**src/rtl/boss_ctrl_pkg.sv**
```systemverilog
// ----------------------------------------------------------------------------
// boss_ctrl_pkg
// Shared definitions for the stage-3 boss controller and its neighbours
// (game FSM, sprite renderers): game state codes, screen limits, boss sprite
// frame indices and the boss sequencer state type.
// ----------------------------------------------------------------------------
package boss_ctrl_pkg;

    // Game state codes driven by the game FSM
    localparam logic [3:0] GS_TITLE  = 4'd0;
    localparam logic [3:0] GS_STAFF  = 4'd1;
    localparam logic [3:0] GS_STAGE3 = 4'd6;
    localparam logic [3:0] GS_FAIL   = 4'd8;

    // Playfield and sprite geometry
    localparam int SCREEN_W      = 320;
    localparam int SCREEN_H      = 240;
    localparam int BOSS_SPRITE_W = 10;
    localparam int BOSS_SPRITE_H = 10;

    // Boss sprite frame indices
    localparam logic [3:0] FR_LOOP_FIRST = 4'd0;
    localparam logic [3:0] FR_LOOP_LAST  = 4'd3;
    localparam logic [3:0] FR_ATTACK_A   = 4'd4;
    localparam logic [3:0] FR_ATTACK_B   = 4'd5;
    localparam logic [3:0] FR_HURT       = 4'd6;
    localparam logic [3:0] FR_DEAD_FIRST = 4'd7;
    localparam logic [3:0] FR_DEAD_LAST  = 4'd9;

    // Boss sequencer states
    typedef enum logic [2:0] {
        ST_IDLE   = 3'd0,
        ST_MOVE   = 3'd1,
        ST_ATTACK = 3'd2,
        ST_HURT   = 3'd3,
        ST_DEAD   = 3'd4
    } boss_fsm_t;

    // Next frame of the idle/move loop 0..3
    function automatic logic [3:0] loop_frame_next(input logic [3:0] f);
        if (f >= FR_LOOP_LAST) begin
            return FR_LOOP_FIRST;
        end else begin
            return f + 4'd1;
        end
    endfunction

endpackage

```
**src/rtl/boss_ctrl_anim_tick.sv**
```systemverilog
// ----------------------------------------------------------------------------
// boss_anim_tick
// Divides the per-frame tick down to animation steps: counts ticks
// 0..ANIM_DIV-1 and flags a step on the tick that wraps the count.
// Ports:
//   clk     in   system clock
//   rst     in   asynchronous active-high reset
//   tick_i  in   one-clk pulse per video frame
//   clr_i   in   synchronous clear of the tick count (wins over tick_i)
//   step_o  out  animation step (tick_i while count == ANIM_DIV-1)
// ----------------------------------------------------------------------------
module boss_anim_tick #(
    parameter int ANIM_DIV = 4
) (
    input  logic clk,
    input  logic rst,
    input  logic tick_i,
    input  logic clr_i,
    output logic step_o
);

    localparam int CW = (ANIM_DIV > 1) ? $clog2(ANIM_DIV) : 1;
    localparam logic [CW-1:0] CNT_LAST = CW'(ANIM_DIV - 1);

    logic [CW-1:0] cnt_q;
    logic [CW-1:0] cnt_d;

    // Step is independent of clr_i so the owner may use it to decide clr_i
    assign step_o = tick_i && (cnt_q == CNT_LAST);

    // Tick count next-state: clear, wrap on last, else increment per tick
    always_comb begin
        cnt_d = cnt_q;
        if (clr_i) begin
            cnt_d = '0;
        end else if (tick_i) begin
            if (cnt_q == CNT_LAST) begin
                cnt_d = '0;
            end else begin
                cnt_d = cnt_q + CW'(1);
            end
        end else begin
            cnt_d = cnt_q;
        end
    end

    // Tick count register
    always_ff @(posedge clk or posedge rst) begin
        if (rst) begin
            cnt_q <= '0;
        end else begin
            cnt_q <= cnt_d;
        end
    end

endmodule

```
**src/rtl/boss_ctrl.sv**
```systemverilog
// ----------------------------------------------------------------------------
// boss_ctrl
// Sequences the stage-3 boss: patrol position, sprite frame, hit points,
// attack trigger. Outside STAGE3 it only loops the idle frames for cameos.
// Ports:
//   clk           in   system clock
//   rst           in   asynchronous active-high reset
//   state_i[3:0]  in   game state code (STAGE3 = 6)
//   tick_i        in   one-clk pulse per video frame
//   hit_i         in   one-clk pulse: player bullet hit the boss
//   boss_x_o[8:0] out  sprite left x
//   boss_y_o[8:0] out  sprite top y (fixed)
//   boss_state_o  out  sprite frame index 0..9
//   boss_hp_o     out  remaining hit points
//   boss_dead_o   out  death sequence finished (level)
//   fire_o        out  one-clk pulse: spawn a boss bullet
// ----------------------------------------------------------------------------
module boss_ctrl
    import boss_ctrl_pkg::*;
#(
    parameter int ANIM_DIV      = 4,
    parameter int ATTACK_PERIOD = 120,
    parameter int HURT_TICKS    = 16,
    parameter int HP_INIT       = 8,
    parameter int X_MIN         = 20,
    parameter int X_MAX         = 290,
    parameter int Y_INIT        = 40,
    parameter int X_INIT        = 150,
    parameter int STEP          = 1
) (
    input  logic       clk,
    input  logic       rst,
    input  logic [3:0] state_i,
    input  logic       tick_i,
    input  logic       hit_i,
    output logic [8:0] boss_x_o,
    output logic [8:0] boss_y_o,
    output logic [3:0] boss_state_o,
    output logic [3:0] boss_hp_o,
    output logic       boss_dead_o,
    output logic       fire_o
);

    localparam int ATK_W  = $clog2(ATTACK_PERIOD + 1);
    localparam int HURT_W = $clog2(HURT_TICKS + 1);

    localparam logic [ATK_W-1:0]  ATK_LAST  = ATK_W'(ATTACK_PERIOD - 1);
    localparam logic [HURT_W-1:0] HURT_LAST = HURT_W'(HURT_TICKS - 1);
    localparam logic [8:0]        X_INIT_V  = 9'(X_INIT);
    localparam logic [8:0]        X_MIN_V   = 9'(X_MIN);
    localparam logic [8:0]        X_MAX_V   = 9'(X_MAX);
    localparam logic [8:0]        STEP_V    = 9'(STEP);
    // Thresholds at which one more step would reach or pass a bound
    localparam logic [8:0]        X_RIGHT_TURN = 9'(X_MAX - STEP);
    localparam logic [8:0]        X_LEFT_TURN  = 9'(X_MIN + STEP);
    localparam logic [3:0]        HP_INIT_V = 4'(HP_INIT);

    boss_fsm_t         fsm_q, fsm_d;
    logic [8:0]        x_q, x_d;
    logic              dir_right_q, dir_right_d;
    logic [3:0]        frame_q, frame_d;
    logic [3:0]        hp_q, hp_d;
    logic              dead_q, dead_d;
    logic              fire_q, fire_d;
    logic [ATK_W-1:0]  atk_q, atk_d;
    logic [HURT_W-1:0] hurt_q, hurt_d;

    logic in_stage3_s;
    logic hit_taken_s;
    logic anim_step_s;
    logic anim_clr_s;

    assign in_stage3_s = (state_i == GS_STAGE3);
    // Hits only land while the boss is vulnerable
    assign hit_taken_s = hit_i && ((fsm_q == ST_MOVE) || (fsm_q == ST_ATTACK));

    boss_anim_tick #(
        .ANIM_DIV (ANIM_DIV)
    ) u_anim (
        .clk    (clk),
        .rst    (rst),
        .tick_i (tick_i),
        .clr_i  (anim_clr_s),
        .step_o (anim_step_s)
    );

    // Sequencer next-state: stage exit > hit > attack expiry > anim/move
    always_comb begin
        fsm_d       = fsm_q;
        x_d         = x_q;
        dir_right_d = dir_right_q;
        frame_d     = frame_q;
        hp_d        = hp_q;
        dead_d      = dead_q;
        fire_d      = 1'b0;
        atk_d       = atk_q;
        hurt_d      = hurt_q;
        anim_clr_s  = 1'b0;

        if (!in_stage3_s) begin
            if (fsm_q != ST_IDLE) begin
                fsm_d       = ST_IDLE;
                x_d         = X_INIT_V;
                dir_right_d = 1'b1;
                frame_d     = FR_LOOP_FIRST;
                hp_d        = HP_INIT_V;
                dead_d      = 1'b0;
                atk_d       = '0;
                hurt_d      = '0;
                anim_clr_s  = 1'b1;
            end else if (anim_step_s) begin
                frame_d = loop_frame_next(frame_q);
            end else begin
                frame_d = frame_q;
            end
        end else if (hit_taken_s) begin
            anim_clr_s = 1'b1;
            if (hp_q > 4'd1) begin
                hp_d    = hp_q - 4'd1;
                fsm_d   = ST_HURT;
                frame_d = FR_HURT;
                hurt_d  = '0;
            end else begin
                hp_d    = 4'd0;
                fsm_d   = ST_DEAD;
                frame_d = FR_DEAD_FIRST;
            end
        end else begin
            case (fsm_q)
                ST_IDLE: begin
                    fsm_d       = ST_MOVE;
                    x_d         = X_INIT_V;
                    dir_right_d = 1'b1;
                    frame_d     = FR_LOOP_FIRST;
                    hp_d        = HP_INIT_V;
                    dead_d      = 1'b0;
                    atk_d       = '0;
                    hurt_d      = '0;
                    anim_clr_s  = 1'b1;
                end
                ST_MOVE: begin
                    if (tick_i) begin
                        if (atk_q == ATK_LAST) begin
                            // Attack expiry pre-empts this tick's movement
                            fsm_d      = ST_ATTACK;
                            atk_d      = '0;
                            fire_d     = 1'b1;
                            frame_d    = FR_ATTACK_A;
                            anim_clr_s = 1'b1;
                        end else begin
                            atk_d = atk_q + ATK_W'(1);
                            if (dir_right_q) begin
                                if (x_q >= X_RIGHT_TURN) begin
                                    x_d         = X_MAX_V;
                                    dir_right_d = 1'b0;
                                end else begin
                                    x_d = x_q + STEP_V;
                                end
                            end else begin
                                if (x_q <= X_LEFT_TURN) begin
                                    x_d         = X_MIN_V;
                                    dir_right_d = 1'b1;
                                end else begin
                                    x_d = x_q - STEP_V;
                                end
                            end
                            if (anim_step_s) begin
                                frame_d = loop_frame_next(frame_q);
                            end else begin
                                frame_d = frame_q;
                            end
                        end
                    end else begin
                        atk_d = atk_q;
                    end
                end
                ST_ATTACK: begin
                    if (anim_step_s) begin
                        if (frame_q == FR_ATTACK_A) begin
                            frame_d = FR_ATTACK_B;
                        end else begin
                            fsm_d      = ST_MOVE;
                            frame_d    = FR_LOOP_FIRST;
                            anim_clr_s = 1'b1;
                        end
                    end else begin
                        frame_d = frame_q;
                    end
                end
                ST_HURT: begin
                    if (tick_i) begin
                        if (hurt_q == HURT_LAST) begin
                            fsm_d      = ST_MOVE;
                            frame_d    = FR_LOOP_FIRST;
                            hurt_d     = '0;
                            anim_clr_s = 1'b1;
                        end else begin
                            hurt_d = hurt_q + HURT_W'(1);
                        end
                    end else begin
                        hurt_d = hurt_q;
                    end
                end
                ST_DEAD: begin
                    // Frame 9 is shown for one full step before the dead flag
                    if (anim_step_s) begin
                        if (frame_q < FR_DEAD_LAST) begin
                            frame_d = frame_q + 4'd1;
                        end else begin
                            dead_d = 1'b1;
                        end
                    end else begin
                        frame_d = frame_q;
                    end
                end
                default: begin
                    fsm_d       = ST_IDLE;
                    x_d         = X_INIT_V;
                    dir_right_d = 1'b1;
                    frame_d     = FR_LOOP_FIRST;
                    hp_d        = HP_INIT_V;
                    dead_d      = 1'b0;
                    atk_d       = '0;
                    hurt_d      = '0;
                    anim_clr_s  = 1'b1;
                end
            endcase
        end
    end

    // Sequencer and output registers
    always_ff @(posedge clk or posedge rst) begin
        if (rst) begin
            fsm_q       <= ST_IDLE;
            x_q         <= X_INIT_V;
            dir_right_q <= 1'b1;
            frame_q     <= FR_LOOP_FIRST;
            hp_q        <= HP_INIT_V;
            dead_q      <= 1'b0;
            fire_q      <= 1'b0;
            atk_q       <= '0;
            hurt_q      <= '0;
        end else begin
            fsm_q       <= fsm_d;
            x_q         <= x_d;
            dir_right_q <= dir_right_d;
            frame_q     <= frame_d;
            hp_q        <= hp_d;
            dead_q      <= dead_d;
            fire_q      <= fire_d;
            atk_q       <= atk_d;
            hurt_q      <= hurt_d;
        end
    end

    assign boss_x_o     = x_q;
    assign boss_y_o     = 9'(Y_INIT);
    assign boss_state_o = frame_q;
    assign boss_hp_o    = hp_q;
    assign boss_dead_o  = dead_q;
    assign fire_o       = fire_q;

endmodule
```
**config.mk**
```make
export PLATFORM = sky130hd
export DESIGN_NAME = boss_ctrl
export DESIGN_NICKNAME = d
export VERILOG_FILES = /design/src/rtl/boss_ctrl_pkg.sv /design/src/rtl/boss_ctrl_anim_tick.sv /design/src/rtl/boss_ctrl.sv
export SDC_FILE = /design/constraint.sdc
export NUM_CORES = 1
export LEC_CHECK = 0
export CAP_MARGIN = 10
export CORE_MARGIN = 2
export CORE_UTILIZATION = 45
export CTS_BUF_LIST = sky130_fd_sc_hd__clkbuf_8 sky130_fd_sc_hd__clkbuf_16
export DETAILED_ROUTE_END_ITERATION = 8
export HOLD_SLACK_MARGIN = 0.06
export PLACE_DENSITY = 0.7
export REMOVE_ABC_BUFFERS = 1
export SLEW_MARGIN = 20
export SYNTH_ARGS = -nofsm -noshare
export SYNTH_HDL_FRONTEND = slang
export SYNTH_HIERARCHICAL = 1
export SYNTH_SLANG_ARGS = --single-unit
```
**constraint.sdc**
```tcl
create_clock -name clk -period 2 [get_ports clk]
set_clock_uncertainty 0.05 [all_clocks]
set_input_delay 0.3 -clock clk [delete_from_list [all_inputs] [get_ports clk]]
set_output_delay 0.3 -clock clk [all_outputs]
set_load 0.02 [all_outputs]
```
**Yosys cells after proc, flatten, opt, wreduce, memory -nomap -nowiden**

Index checks and enable logic that the tools add are counted.

- Register bits after elaboration: 37

- Reduce and logical (&&, ||, !) cells: 18
- Mux-type cells: 84
- Order comparisons: 5
- $add $sub $neg: 7
- Eq/ne operators: 28

Operators by type and width:

| cell | count |
|---|---|
| two-way mux 9 bit | 8 |
| two-way mux 4 bit | 17 |
| two-way mux 7 bit | 5 |
| two-way mux 3 bit | 11 |
| two-way mux 5 bit | 6 |
| inequality test 4 bit, second input constant | 7 |
| two-way mux 1 bit | 26 |
| one-hot mux 9 bit (2 select lines) | 1 |
| one-hot mux 4 bit (4 select lines) | 1 |
| inequality test 3 bit, second input constant | 5 |
| one-hot mux 3 bit (5 select lines) | 1 |
| one-hot mux 7 bit (2 select lines) | 1 |
| one-hot mux 5 bit (2 select lines) | 1 |
| AND reduction 5 bit | 2 |
| adder 9 x 1 -> 9 bit, second input constant | 1 |
| >= comparator 9 bit, second input constant | 1 |
| <= comparator 9 x 5 -> 1 bit, second input constant | 1 |
| inequality test 3 x 2 -> 1 bit, second input constant | 3 |
| OR reduction 3 bit | 3 |
| subtractor 9 x 1 -> 9 bit, second input constant | 1 |
| equality test 4 x 3 -> 1 bit, second input constant | 2 |
| AND reduction 4 bit | 2 |
| AND reduction 8 bit | 1 |
| adder 7 x 1 -> 7 bit, second input constant | 1 |
| 26 further kinds | 34 |

**Depth between registers and ports, before layout**

Gate-level depths: netlist of run 1.

- Depth in word-level cells: 8
- Depth in mapped cells: 8
- Gate-level depth less buffers: 8

**Modules after synthesis**

Netlist of run 1, hierarchy kept.

By module, submodules not included:

| module | area each (µm²) | cells each | sequential area each (µm²) | times used |
|---|---|---|---|---|
| boss_ctrl | 2606.2 | 325 | 883.3 | 1 |
| boss_anim_tick | 110.1 | 10 | 50.0 | 1 |

**Worst setup path after synthesis of run 1**

OpenSTA, ideal clock, no wires.

- Kind: register to register
- Start: reg x_q[0], in the netlist boss_x_o[0]
- End: reg x_q[8], in the netlist boss_x_o[8]
- Stages on the path, launching flop included: 9
- Data required time: 1.819 ns
- Path slack: -0.296 ns
- Data arrival time: 2.116 ns
- Path buffers: 0
- Setup time: 0.131 ns
- Cell sequence: dfrtp_1 inv_1 ha_1 or3b_2 or3_1 o31ai_1 o21ai_0 a21oi_1 o31ai_1

- Cells in the longest elaborated chain, start to end: 8
- Elaborated cells between the ends (all ways): 12
- Classes of those cells: 2 x add/sub; 2 x order compare; 8 x mux

RTL lines:

| item | line | RTL |
|---|---|---|
| start: declaration | boss_ctrl.sv:59 | `logic [8:0] x_q, x_d;` |
| start signal: assignment | boss_ctrl.sv:235 | `x_q <= X_INIT_V;` |
| start signal: assignment | boss_ctrl.sv:245 | `x_q <= x_d;` |
| subtractor 9 x 1 -> 9 bit, or another cell as far along | boss_ctrl.sv:164 | `x_d = x_q - STEP_V;` |
| two-way mux 9 bit (on tied branches) | boss_ctrl.sv:160, boss_ctrl.sv:153 |  |
| two-way mux 9 bit * | boss_ctrl.sv:152 | `if (dir_right_q) begin` |
| two-way mux 9 bit * | boss_ctrl.sv:143 | `if (atk_q == ATK_LAST) begin` |
| two-way mux 9 bit * | boss_ctrl.sv:142 | `if (tick_i) begin` |
| one-hot mux 9 bit (2 select lines) * | boss_ctrl.sv:129 | `case (fsm_q)` |
| two-way mux 9 bit * | boss_ctrl.sv:116 | `end else if (hit_taken_s) begin` |
| two-way mux 9 bit * | boss_ctrl.sv:100 | `if (!in_stage3_s) begin` |

Every way passes the cells marked *; elsewhere a longest branch is shown, timed or not. The select of a mux whose other input is x is not followed.
A chain may end at the register's enable or synchronous reset.

**Worst setup path in the final report of run 1**

- Start: reg x_q[1], in the netlist boss_x_o[1]
- End: reg x_q[3], in the netlist boss_x_o[3]

The elaborated chain is that of the path after synthesis.

==> summary.md, run 1 <==
| Metric | Value |
|---|---|
| Synth Instances | `335` |
| Global-route wire length before repair | `12000 um` |
| Slew Viols, Final | `0` |
| Synthesized area per cell | `8.11 sq um` |
| WL final | `7720 um` |
| Layout cell share with drive strength beyond 1 | `33.1%` |
| Synth Flop Type | `dfrtp_1` |
| Status | `finished with violations` |
| Vias per cell | `5.73` |
| N_diodes | `0` |
| Vias in the first global route | `2583` |
| Fin crit period | `2160 ps` |
| Hold WC Path Type | `in2async` |
| DR pass1 iterations | `5` |
| Number of flops mapped to enable cells by yosys | `0` |
| Ys async rst share | `100%` |
| DR vias | `2888` |
| Worst skew pair latency | `300 ps` |
| GRT Util Overall | `23.1%` |
| Synth cell count leaders | `o21ai_0 (35), nor2_1 (32), dfrtp_1 (31)` |
| Crit path launch type | `flop` |
| Final hold slack | `151 ps` |
| Initial antenna violation count | `0` |
| Finish-stage setup viols | `7` |
| Flop and latch count out of synthesis | `37` |
| Total grt overflow | `0` |
| Max-cap violations | `0` |
| Fin worst setup slack | `-164 ps` |
| WL/cell | `15.3 um` |
| CTS root buf | `clkbuf_8` |
| I/O pin total | `36` |
| Detailed Route Iter0 Violations | `187` |
| Warnings, synthesis | `6` |
| Worst-path clk slew | `90 ps` |
| Area fraction of the dominant cell type after synthesis | `28.6%` |
| Tcrit/Tclk final | `108%` |
| Die Span X | `81.7 um` |
| Port Buffers | `26` |
| Synth cell types | `61` |
| Cell area after synthesis | `0.00272 sq mm` |
| Maximum vdd ir drop | `0.544 mV` |
| Failing checks | `setup timing` |
| Cell Rows | `28` |
| Area contributors post-synth | `dfrtp_1 (29%), o21ai_0 (6.4%), dfstp_2 (5.8%)` |
| Highest clock rate | `462 MHz` |
| Max Root-Sink Buffers | `2` |
| CTS tree | `built` |
| Seq/Total Area, Yosys | `34.4%` |
| GP Congestion | `0.901` |
| Layout Nets | `446` |
| Hold Fails Final Rpt | `0` |
| TritonCTS buffer count | `5` |
| CP max FO | `4` |
| Antenna Nets Post-Route | `0` |
| Clock sink count | `37` |
| Initial Util | `46.2%` |
| Critical Path RT | `2160 ps` |
| Cell taking the most area after synthesis | `dfrtp_1` |
| HPWL Detailed | `5400 um` |
| Count leader, synth | `o21ai_0` |
| Worst Path Class, Setup | `reg2reg` |
| RSZ-0062 raised after global routing | `yes` |
| Remaining routing DRC violations | `0` |
| H-Tree Depth | `2` |
| Pwr dens | `725 mW/mm^2` |
| Largest net degree at the start of global routing | `36` |
| Worst Path Arrival | `2320 ps` |
| CP Capture Type | `flop` |
| Core Area | `0.00589 sq mm` |
| Overall power | `2.85 mW` |
| Die Ht | `81.7 um` |
| Area Overhead vs Synth | `44.5%` |
| Leak | `1.71 nW` |
| DIE AREA | `0.00667 sq mm` |
path summary, 6_finish.rpt:
path	slack (ps)	endpoint	cells after the start	startpoint
hold / removal	150	u_anim/cnt_q[0]	2	rst
hold reg to reg	480	boss_dead_o	2	boss_dead_o
setup reg to reg	-160	boss_x_o[3]	7	boss_x_o[1]
max in group asynchronous	1110	boss_x_o[7]	3	rst
min in group clk	360	u_anim/cnt_q[1]	3	tick_i
setup / recovery	-160	boss_x_o[3]	7	boss_x_o[1]
registers in the layout (all words and copies together), names as in the netlist, 2 cells and up:
signal / cells
atk_q: 7
boss_hp_o: 4
boss_state_o: 4
boss_x_o: 9
fsm_q: 3
hurt_q: 5
u_anim/cnt_q: 2
report_power, final:
group	internal [mW]	switching [mW]	leakage, nW
sequential	0.815	0.0734	0.490
clock	0.406	0.296	0.0574
combinational	0.569	0.686	1.16
total	1.79	1.06	1.71
metal layers:
metal  GRT usage, %  vias to the layer above  wire (um)
met2           40.6                       79       3940
met4           5.33                        0         81
met5              0                        -          0
met3           3.85                       11        337
met1           29.6                     1407       3360
li1               -                     1391          -
placed cells by master (no fill, tap or decap), types with 4 or more instances in the layout:
cell type	n
nand3_1	10
buf_4	74
ha_1	5
ha_4	4
nand4_1	5
nor2b_1	4
nor4_1	4
a21oi_1	19
conb_1	9
clkbuf_8	6
dfrtp_1	30
buf_6	4
o31ai_1	6
o21ai_0	29
dlymetal6s2s_1	6
dfstp_2	6
xnor2_1	5
nor2_1	30
clkdlybuf4s50_1	19
o21ai_1	6
nand2_1	21
nand2b_1	4
nor3_1	7
inv_1	18
cells by family (layout without fill, tap and decap cells):
logic type               after synthesis  in the layout  synth area share, %
AND/OR/NAND/NOR                      121            121                 23.7
AO/OA/AOI/OAI                        112            112                 26.7
buffers and inverters                 45            132                 7.74
flip-flops                            37             37                 34.4
adder cells (fa/ha/maj)               10             10                 4.61
XOR/XNOR                               6              6                 1.93
other                                  2              9                0.276
multiplexers                           2              2                0.737
area by class of cell:
type | instances | area, sq um
Clock inverter | 2 | 37.5
Fill cell | 470 | 1960
Timing Repair Buffer | 104 | 875
Inverter | 20 | 75.1
Multi-Input combinational cell | 260 | 1830
Tap cell | 75 | 93.8
Sequential cell | 37 | 935
Clock buffer | 6 | 82.6
critical path: stages (launching register included):
cell	delay (ps)
dfstp_2	380
buf_4	130
or4_4	510
o31a_1	340
nand2b_4	180
a311oi_2	190
nor3_1	80
o32ai_1	210
metrics by stage:
step	worst slack (ps)	TNS (ps)	utilization [%]	instances	instance area, sq um
floorplan	-297	-1340	-	317	2610
CTS	-163	-503	63.1	499	3710
global route	-235	-1500	66.7	504	3930
global placement	-275	-4830	59.1	487	3480
detailed placement	-340	-6520	59.1	487	3480
finish	-164	-604	66.7	504	3930
what timing repair did:
action	in CTS	in global routing
pin swaps	10	17
gates resized for setup	26	40
setup buffers	4	6
gates cloned	0	0
setup endpoints to repair	17	25
hold buffers	0	0
Note: power is estimated with default switching activity, not from simulation.
==> run 2, diff against run 1 <==
--- a/config.mk
+++ b/config.mk
@@ -5,11 +5,13 @@
 export SDC_FILE = /design/constraint.sdc
 export NUM_CORES = 1
 export LEC_CHECK = 0
+export ABC_CLOCK_PERIOD_IN_PS = 2000
 export CAP_MARGIN = 10
 export CORE_MARGIN = 2
 export CORE_UTILIZATION = 45
 export CTS_BUF_LIST = sky130_fd_sc_hd__clkbuf_8 sky130_fd_sc_hd__clkbuf_16
 export DETAILED_ROUTE_END_ITERATION = 8
+export GPL_TIMING_DRIVEN = 0
 export HOLD_SLACK_MARGIN = 0.06
 export PLACE_DENSITY = 0.7
 export REMOVE_ABC_BUFFERS = 1
@@ -18,3 +20,4 @@
 export SYNTH_HDL_FRONTEND = slang
 export SYNTH_HIERARCHICAL = 1
 export SYNTH_SLANG_ARGS = --single-unit
+export TNS_END_PERCENT = 5
==> run 2 against run 1 <==
  * The flow still finishes with violations (setup timing)
  * Sequential share of layout area is 4.4 points higher
  * First-iteration DRC count is 2.7% lower
  * Setup slack worse by 84 ps
  * Die area stayed put
  * Register-to-register slack worse by 80 ps
  * Global-route usage is 2.1 points lower
  * Design area is 15% lower
  * Largest cell class unchanged
  * Utilization is 10 points lower
  * Power is 15% lower
  * Sequential power is 6.3% higher
  * Largest power group unchanged
==> summary.md, run 2 (synthesis results as in run 1) <==
| Metric | Value |
|---|---|
| Status | `finished with violations (unchanged)` |
| Failing checks | `setup timing (unchanged)` |
| Critical Path RT | `2150 ps (was 2160 ps)` |
| TritonCTS buffer count | `5 (unchanged)` |
| WL/cell | `15.1 um (was 15.3 um)` |
| Core Area | `0.00589 sq mm (unchanged)` |
| CP startpoint | `boss_x_o[1] (unchanged)` |
| Buffers and inverters on the worst path | `1 (unchanged)` |
| Worst skew pair latency | `290 ps (was 300 ps)` |
| Critical path's top delay family | `compound AO/OA/AOI/OAI gates (was simple AND/OR/NAND/NOR gates)` |
| Die Span X | `81.7 um (unchanged)` |
| Cell Rows | `28 (unchanged)` |
| Overall power | `2.41 mW (was 2.85 mW)` |
| Worst R2R Start | `boss_x_o[1] (unchanged)` |
| H-Tree Depth | `2 (unchanged)` |
| HPWL Detailed | `4400 um (was 5400 um)` |
| Hold WC Path Type | `in2async (unchanged)` |
| Die Ht | `81.7 um (unchanged)` |
| Commonest cells after routing, fill and taps aside | `o21ai_0 (32), nor2_1 (29), dfrtp_1 (26) (was buf_4 (74), nor2_1 (30), dfrtp_1 (30))` |
| Crit path launch type | `flop (unchanged)` |
| Total grt overflow | `0 (unchanged)` |
| Initial Util | `46.2% (unchanged)` |
| DR pass1 iterations | `4 (was 5)` |
| Placed Area | `0.00298 sq mm (was 0.00348 sq mm)` |
| RSZ-0062 raised after global routing | `yes (unchanged)` |
| Crit path largest cell delay | `530 ps (was 510 ps)` |
| CTS tree | `built (unchanged)` |
| Maximum vdd ir drop | `0.421 mV (was 0.544 mV)` |
| CP max FO | `8 (was 4)` |
| Largest net degree at the start of global routing | `25 (was 36)` |
| GRT Util Overall | `21.0% (was 23.1%)` |
| Area Overhead vs Synth | `22.8% (was 44.5%)` |
| GP Congestion | `0.837 (was 0.901)` |
| CTS root buf | `clkbuf_8 (unchanged)` |
| Highest clock rate | `445 MHz (was 462 MHz)` |
| DR vias | `2604 (was 2888)` |
| Least-Margin Pin Slew | `527 ps` |
| Slew Viols, Final | `0 (unchanged)` |
| Cells along the critical path | `buf_4 > or4_4 > o31a_1 > nand2b_4 > a311oi_2 > nor3_1 > o32ai_1 (unchanged)` |
| N_diodes | `0 (unchanged)` |
| Max Root-Sink Buffers | `2 (unchanged)` |
| Worst Path Arrival | `2390 ps (was 2320 ps)` |
| Reg2Reg Depth | `7 (unchanged)` |
| Max FFs per register | `9 (unchanged)` |
| Global-route wire length before repair | `10900 um (was 12000 um)` |
| Port Buffers | `26 (unchanged)` |
| Finish-stage setup viols | `15 (was 7)` |
| Max-cap violations | `0 (unchanged)` |
| Design Area, Final | `0.00333 sq mm (was 0.00393 sq mm)` |
| Layout cell share with drive strength beyond 1 | `19.4% (was 33.1%)` |
| I/O pin total | `36 (unchanged)` |
| R2R Setup Slk | `-250 ps (was -160 ps)` |
| CP Capture Type | `flop (unchanged)` |
| DIE AREA | `0.00667 sq mm (unchanged)` |
| Hold Fails Final Rpt | `0 (unchanged)` |
| Leak | `1.32 nW (was 1.71 nW)` |
| Clock sink count | `37 (unchanged)` |
| Vias in the first global route | `2387 (was 2583)` |
| Worst Path Class, Setup | `reg2reg (unchanged)` |
| WL final | `6650 um (was 7720 um)` |
| Crit Reg-Reg Endpoint | `boss_x_o[3] (unchanged)` |
| Fin crit period | `2250 ps (was 2160 ps)` |
| Worst path slowest cell | `or4_4 (unchanged)` |
| Antenna Nets Post-Route | `0 (unchanged)` |
| Commonest non-fill, non-tap cell in the layout | `o21ai_0 (was buf_4)` |
| Layout Nets | `383 (was 446)` |
| Remaining routing DRC violations | `0 (unchanged)` |
| Tcrit/Tclk final | `112% (was 108%)` |
| Detailed Route Iter0 Violations | `182 (was 187)` |
| Pre-CTS setup slack | `-862 ps (was -340 ps)` |
| Vias per cell | `5.90 (was 5.73)` |
| Initial antenna violation count | `0 (unchanged)` |
| Pwr dens | `722 mW/mm^2 (was 725 mW/mm^2)` |
| Fin worst setup slack | `-248 ps (was -164 ps)` |
| Worst-path clk slew | `80 ps (was 90 ps)` |
| Rel. slew slack | `64.6%` |
| Setup TNS | `-1510 ps (was -604 ps)` |
| Hold_buf cts | `0 (unchanged)` |
-- run 2: changes by cell type in the layout (fill, tap and decap cells not counted), sizes merged --
cell / previous run / this run
bufinv: 1 / 0
dlymetal6s2s: 6 / 1
clkinvlp: 1 / 0
buf: 78 / 15
clkdlybuf4s50: 19 / 24
inv: 20 / 23
clkbuf: 6 / 5
-- run 2: how the worst max path moves through the flow --
stage	cells past startpoint	end	slack, ps
floorplan	8	boss_x_o[8]	-300
global placement	7	boss_x_o[5]	-840
detailed placement	7	boss_x_o[5]	-860
CTS	7	atk_q[6]	-240
global route	8	boss_x_o[3]	-350
finish	7	boss_x_o[3]	-250
-- run 2: cell type report --
class	instances	area, sq um
tap	75	93.8
inverter	20	75.1
sequential	37	940
fill	557	2550
clock inverter	3	11.3
timing repair buffer	41	387
multi-input combinational	260	1760
clock buffer	5	68.8
-- run 2: repair_timing --
action                     4_1_cts  5_1_grt
gates resized for setup         24       23
pin swaps                        4        8
hold endpoints to repair         0        0
setup endpoints to repair       34       35
setup buffers                    8        6
-- run 2: routing by layer --
| layer | global-route usage [%] | vias up | share of wire [%] |
|---|---|---|---|
| li1 | - | 1268 | - |
| met1 | 28.4 | 1266 | 45 |
| met2 | 34.1 | 63 | 49 |
| met3 | 3.85 | 7 | 4.8 |
| met4 | 6.50 | 0 | 0.77 |
| met5 | 0 | - | 0 |
-- run 2: report_power, final --
part	switching [mW]	internal, mW
combinational	0.572	0.388
sequential	0.128	0.817
clock	0.271	0.233
total	0.971	1.44
-- run 2: metrics by stage --
| step | instances | hold slack, ps | utilization, % |
|---|---|---|---|
| 3_3_place_gp | 418 | 423 | 50.3 |
| 2_1_floorplan | 317 | -8.82 | - |
| 4_1_cts | 435 | 137 | 54.3 |
| 3_5_place_dp | 419 | 418 | 50.7 |
| 6_report | 441 | 145 | 56.7 |
| 5_1_grt | 441 | 162 | 56.7 |
-- run 2: worst reg2reg max path, delay by kind of cell, from the launching register on --
family | cells | cell delay, ps
AOI/OAI and AO/OA | 3 | 790
and+or+nand+nor | 3 | 790
DFF | 1 | 380
buffers and inverters | 1 | 150
==> run 3, diff against run 2 <==
--- a/config.mk
+++ b/config.mk
@@ -7,6 +7,7 @@
 export LEC_CHECK = 0
 export ABC_CLOCK_PERIOD_IN_PS = 2000
 export CAP_MARGIN = 10
+export CORE_ASPECT_RATIO = 1.25
 export CORE_MARGIN = 2
 export CORE_UTILIZATION = 45
 export CTS_BUF_LIST = sky130_fd_sc_hd__clkbuf_8 sky130_fd_sc_hd__clkbuf_16
==> run 3 against run 2 <==
  * The flow still finishes with violations (setup timing)
  * First-iteration DRC count grew 49%
  * Hold slack gained 5.1 ps
  * Critical path depth is the same
  * Global-route usage shrank 0.37 points
  * Power grew 0.14%
  * Utilization shrank 0.33 points
  * Sequential share of layout area grew 0.49 points
  * Clock power grew 2%
  * Setup slack gained 5.0 ps
  * Highest routed layer unchanged
==> summary.md, run 3 (synthesis results as in run 1) <==
| Metric | Value |
|---|---|
| Status | `finished with violations (unchanged)` |
| Failing checks | `setup timing (unchanged)` |
| Worst Path Arrival | `2370 ps (was 2390 ps)` |
| Cell Rows | `31 (was 28)` |
| Crit path largest cell delay | `610 ps (was 530 ps)` |
| Cells along the critical path | `or3b_2 > nor2_4 > nor2_2 > buf_12 > o21ai_2 > nor4_1 > a211o_1 (was buf_4 > or4_4 > o31a_1 > nand2b_4 > a311oi_2 > nor3_1 > o32ai_1)` |
| Area Overhead vs Synth | `20.6% (was 22.8%)` |
| Port Buffers | `26 (unchanged)` |
| Largest net degree at the start of global routing | `28 (was 25)` |
| I/O pin total | `36 (unchanged)` |
| Finish-stage setup viols | `23 (was 15)` |
| Initial antenna violation count | `0 (unchanged)` |
| HPWL Detailed | `4350 um (was 4400 um)` |
| Max FFs per register | `9 (unchanged)` |
| Maximum vdd ir drop | `0.445 mV (was 0.421 mV)` |
| Layout Utilization | `56.3% (was 56.7%)` |
| Hold WC Path Type | `in2async (unchanged)` |
| Layout cell share with drive strength beyond 1 | `16.7% (was 19.4%)` |
| Pwr dens | `736 mW/mm^2 (was 722 mW/mm^2)` |
| Commonest cells after routing, fill and taps aside | `o21ai_0 (34), nor2_1 (30), dfrtp_1 (28) (was o21ai_0 (32), nor2_1 (29), dfrtp_1 (26))` |
| Die Span X | `73.5 um (was 81.7 um)` |
| Remaining routing DRC violations | `0 (unchanged)` |
| Crit path launch type | `flop (unchanged)` |
| CP Capture Type | `flop (unchanged)` |
| DR vias | `2607 (was 2604)` |
| H-Tree Depth | `2 (unchanged)` |
| Worst path slowest cell | `or3b_2 (was or4_4)` |
| Worst Path Class, Setup | `reg2reg (unchanged)` |
| DR pass1 iterations | `4 (unchanged)` |
| Clock sink count | `37 (unchanged)` |
| DIE AREA | `0.00668 sq mm (was 0.00667 sq mm)` |
| Initial Util | `46.7% (was 46.2%)` |
| Vias per cell | `6.13 (was 5.90)` |
| Fin crit period | `2240 ps (was 2250 ps)` |
| CTS tree | `built (unchanged)` |
| Commonest non-fill, non-tap cell in the layout | `o21ai_0 (unchanged)` |
| Fillers | `514 (was 557)` |
| CTS root buf | `clkbuf_8 (unchanged)` |
| N_diodes | `0 (unchanged)` |
| Detailed Route Iter0 Violations | `271 (was 182)` |
| RSZ-0062 raised after global routing | `yes (unchanged)` |
| Grt met3 use | `3.57% (was 3.85%)` |
| Worst skew pair latency | `300 ps (was 290 ps)` |
| GP Congestion | `0.847 (was 0.837)` |
| WL/cell | `15.7 um (was 15.1 um)` |
| Slew Viols, Final | `0 (unchanged)` |
| CP max FO | `18 (was 8)` |
| Grt met1 use | `27.5% (was 28.4%)` |
| Design Area, Final | `0.00328 sq mm (was 0.00333 sq mm)` |
| Pre-CTS setup slack | `-796 ps (was -862 ps)` |
| GRT Util Overall | `20.6% (was 21.0%)` |
| WL final | `6670 um (was 6650 um)` |
| Core Area | `0.00582 sq mm (was 0.00589 sq mm)` |
| Global-route wire length before repair | `11200 um (was 10900 um)` |
| Placed Area | `0.00297 sq mm (was 0.00298 sq mm)` |
| Critical Path RT | `2130 ps (was 2150 ps)` |
| Max-cap violations | `0 (unchanged)` |
| Hold Fails Final Rpt | `0 (unchanged)` |
| Worst-path clk slew | `80 ps (about the same)` |
| R2R Setup Slk | `-240 ps (was -250 ps)` |
| TritonCTS buffer count | `5 (unchanged)` |
| Layout Nets | `376 (was 383)` |
| Fin worst setup slack | `-243 ps (was -248 ps)` |
| Leak | `1.28 nW (was 1.32 nW)` |
| Antenna Nets Post-Route | `0 (unchanged)` |
| Max Root-Sink Buffers | `2 (unchanged)` |
| Vias in the first global route | `2335 (was 2387)` |
| Die Ht | `90.9 um (was 81.7 um)` |
| Tcrit/Tclk final | `112% (about the same)` |
| M2 GR Usage | `33.1% (was 34.1%)` |
| Total grt overflow | `0 (unchanged)` |
| GR peak layer | `met2 (unchanged)` |
| Highest clock rate | `446 MHz (was 445 MHz)` |
## run 3: report_power, final
part | switching, mW | internal, mW
Sequential | 0.136 | 0.821
Combinational | 0.550 | 0.393
Clock | 0.279 | 0.233
Total | 0.965 | 1.45
## run 3: final timing paths
kind / startpoint / end / cells after the start
hold reg to reg: atk_q[6] / atk_q[6] / 1
setup reg to reg: fsm_q[0] / hurt_q[3] / 7
setup / recovery: fsm_q[0] / hurt_q[3] / 7
min in group clk: atk_q[6] / atk_q[6] / 1
hold / removal: rst / u_anim/cnt_q[1] / 2
max in group asynchronous: rst / boss_x_o[7] / 3
## run 3: stage by stage
step / power (mW) / setup TNS (ps) / cells / hold WS, ps
3_5_place_dp: 1.73 / -18850 / 410 / 433
5_1_grt: 2.57 / -5620 / 425 / 175
6_report: 2.41 / -2410 / 425 / 150
4_1_cts: 2.29 / -1890 / 424 / 145
2_1_floorplan: 1.47 / -1340 / 317 / -8.82
3_3_place_gp: 1.71 / -20760 / 409 / 427
## run 3: layer usage
layer | part of all wire (%) | vias up
met4 | 1.8 | 0
met2 | 50 | 100
met3 | 5.0 | 17
li1 | - | 1250
met1 | 43 | 1240
met5 | 0 | -
## run 3: cell type report
| type | count | area [sq um] | share of cell area (%) |
|---|---|---|---|
| clock buffer | 5 | 68.8 | 2.10 |
| clock inverter | 3 | 11.3 | 0.344 |
| inverter | 20 | 75.1 | 2.29 |
| multi-input combinational | 260 | 1750 | 53.4 |
| sequential | 37 | 940 | 28.7 |
| tap | 66 | 82.6 | 2.52 |
| timing repair buffer | 34 | 350 | 10.7 |
## run 3: critical path: cells and delay by family, from the launching register on
| family | cells | cell delay (ps) |
|---|---|---|
| buf+inv | 1 | 160 |
| simple gates | 4 | 970 |
| flops | 1 | 590 |
| compound gates | 2 | 370 |
## run 3: repair_timing
item                                    4_1_cts  5_1_grt
gates resized for setup                      20       19
setup buffers                                 6        1
endpoints found under the setup margin       34       35
pin swaps                                     3        2
hold buffers                                  0        0
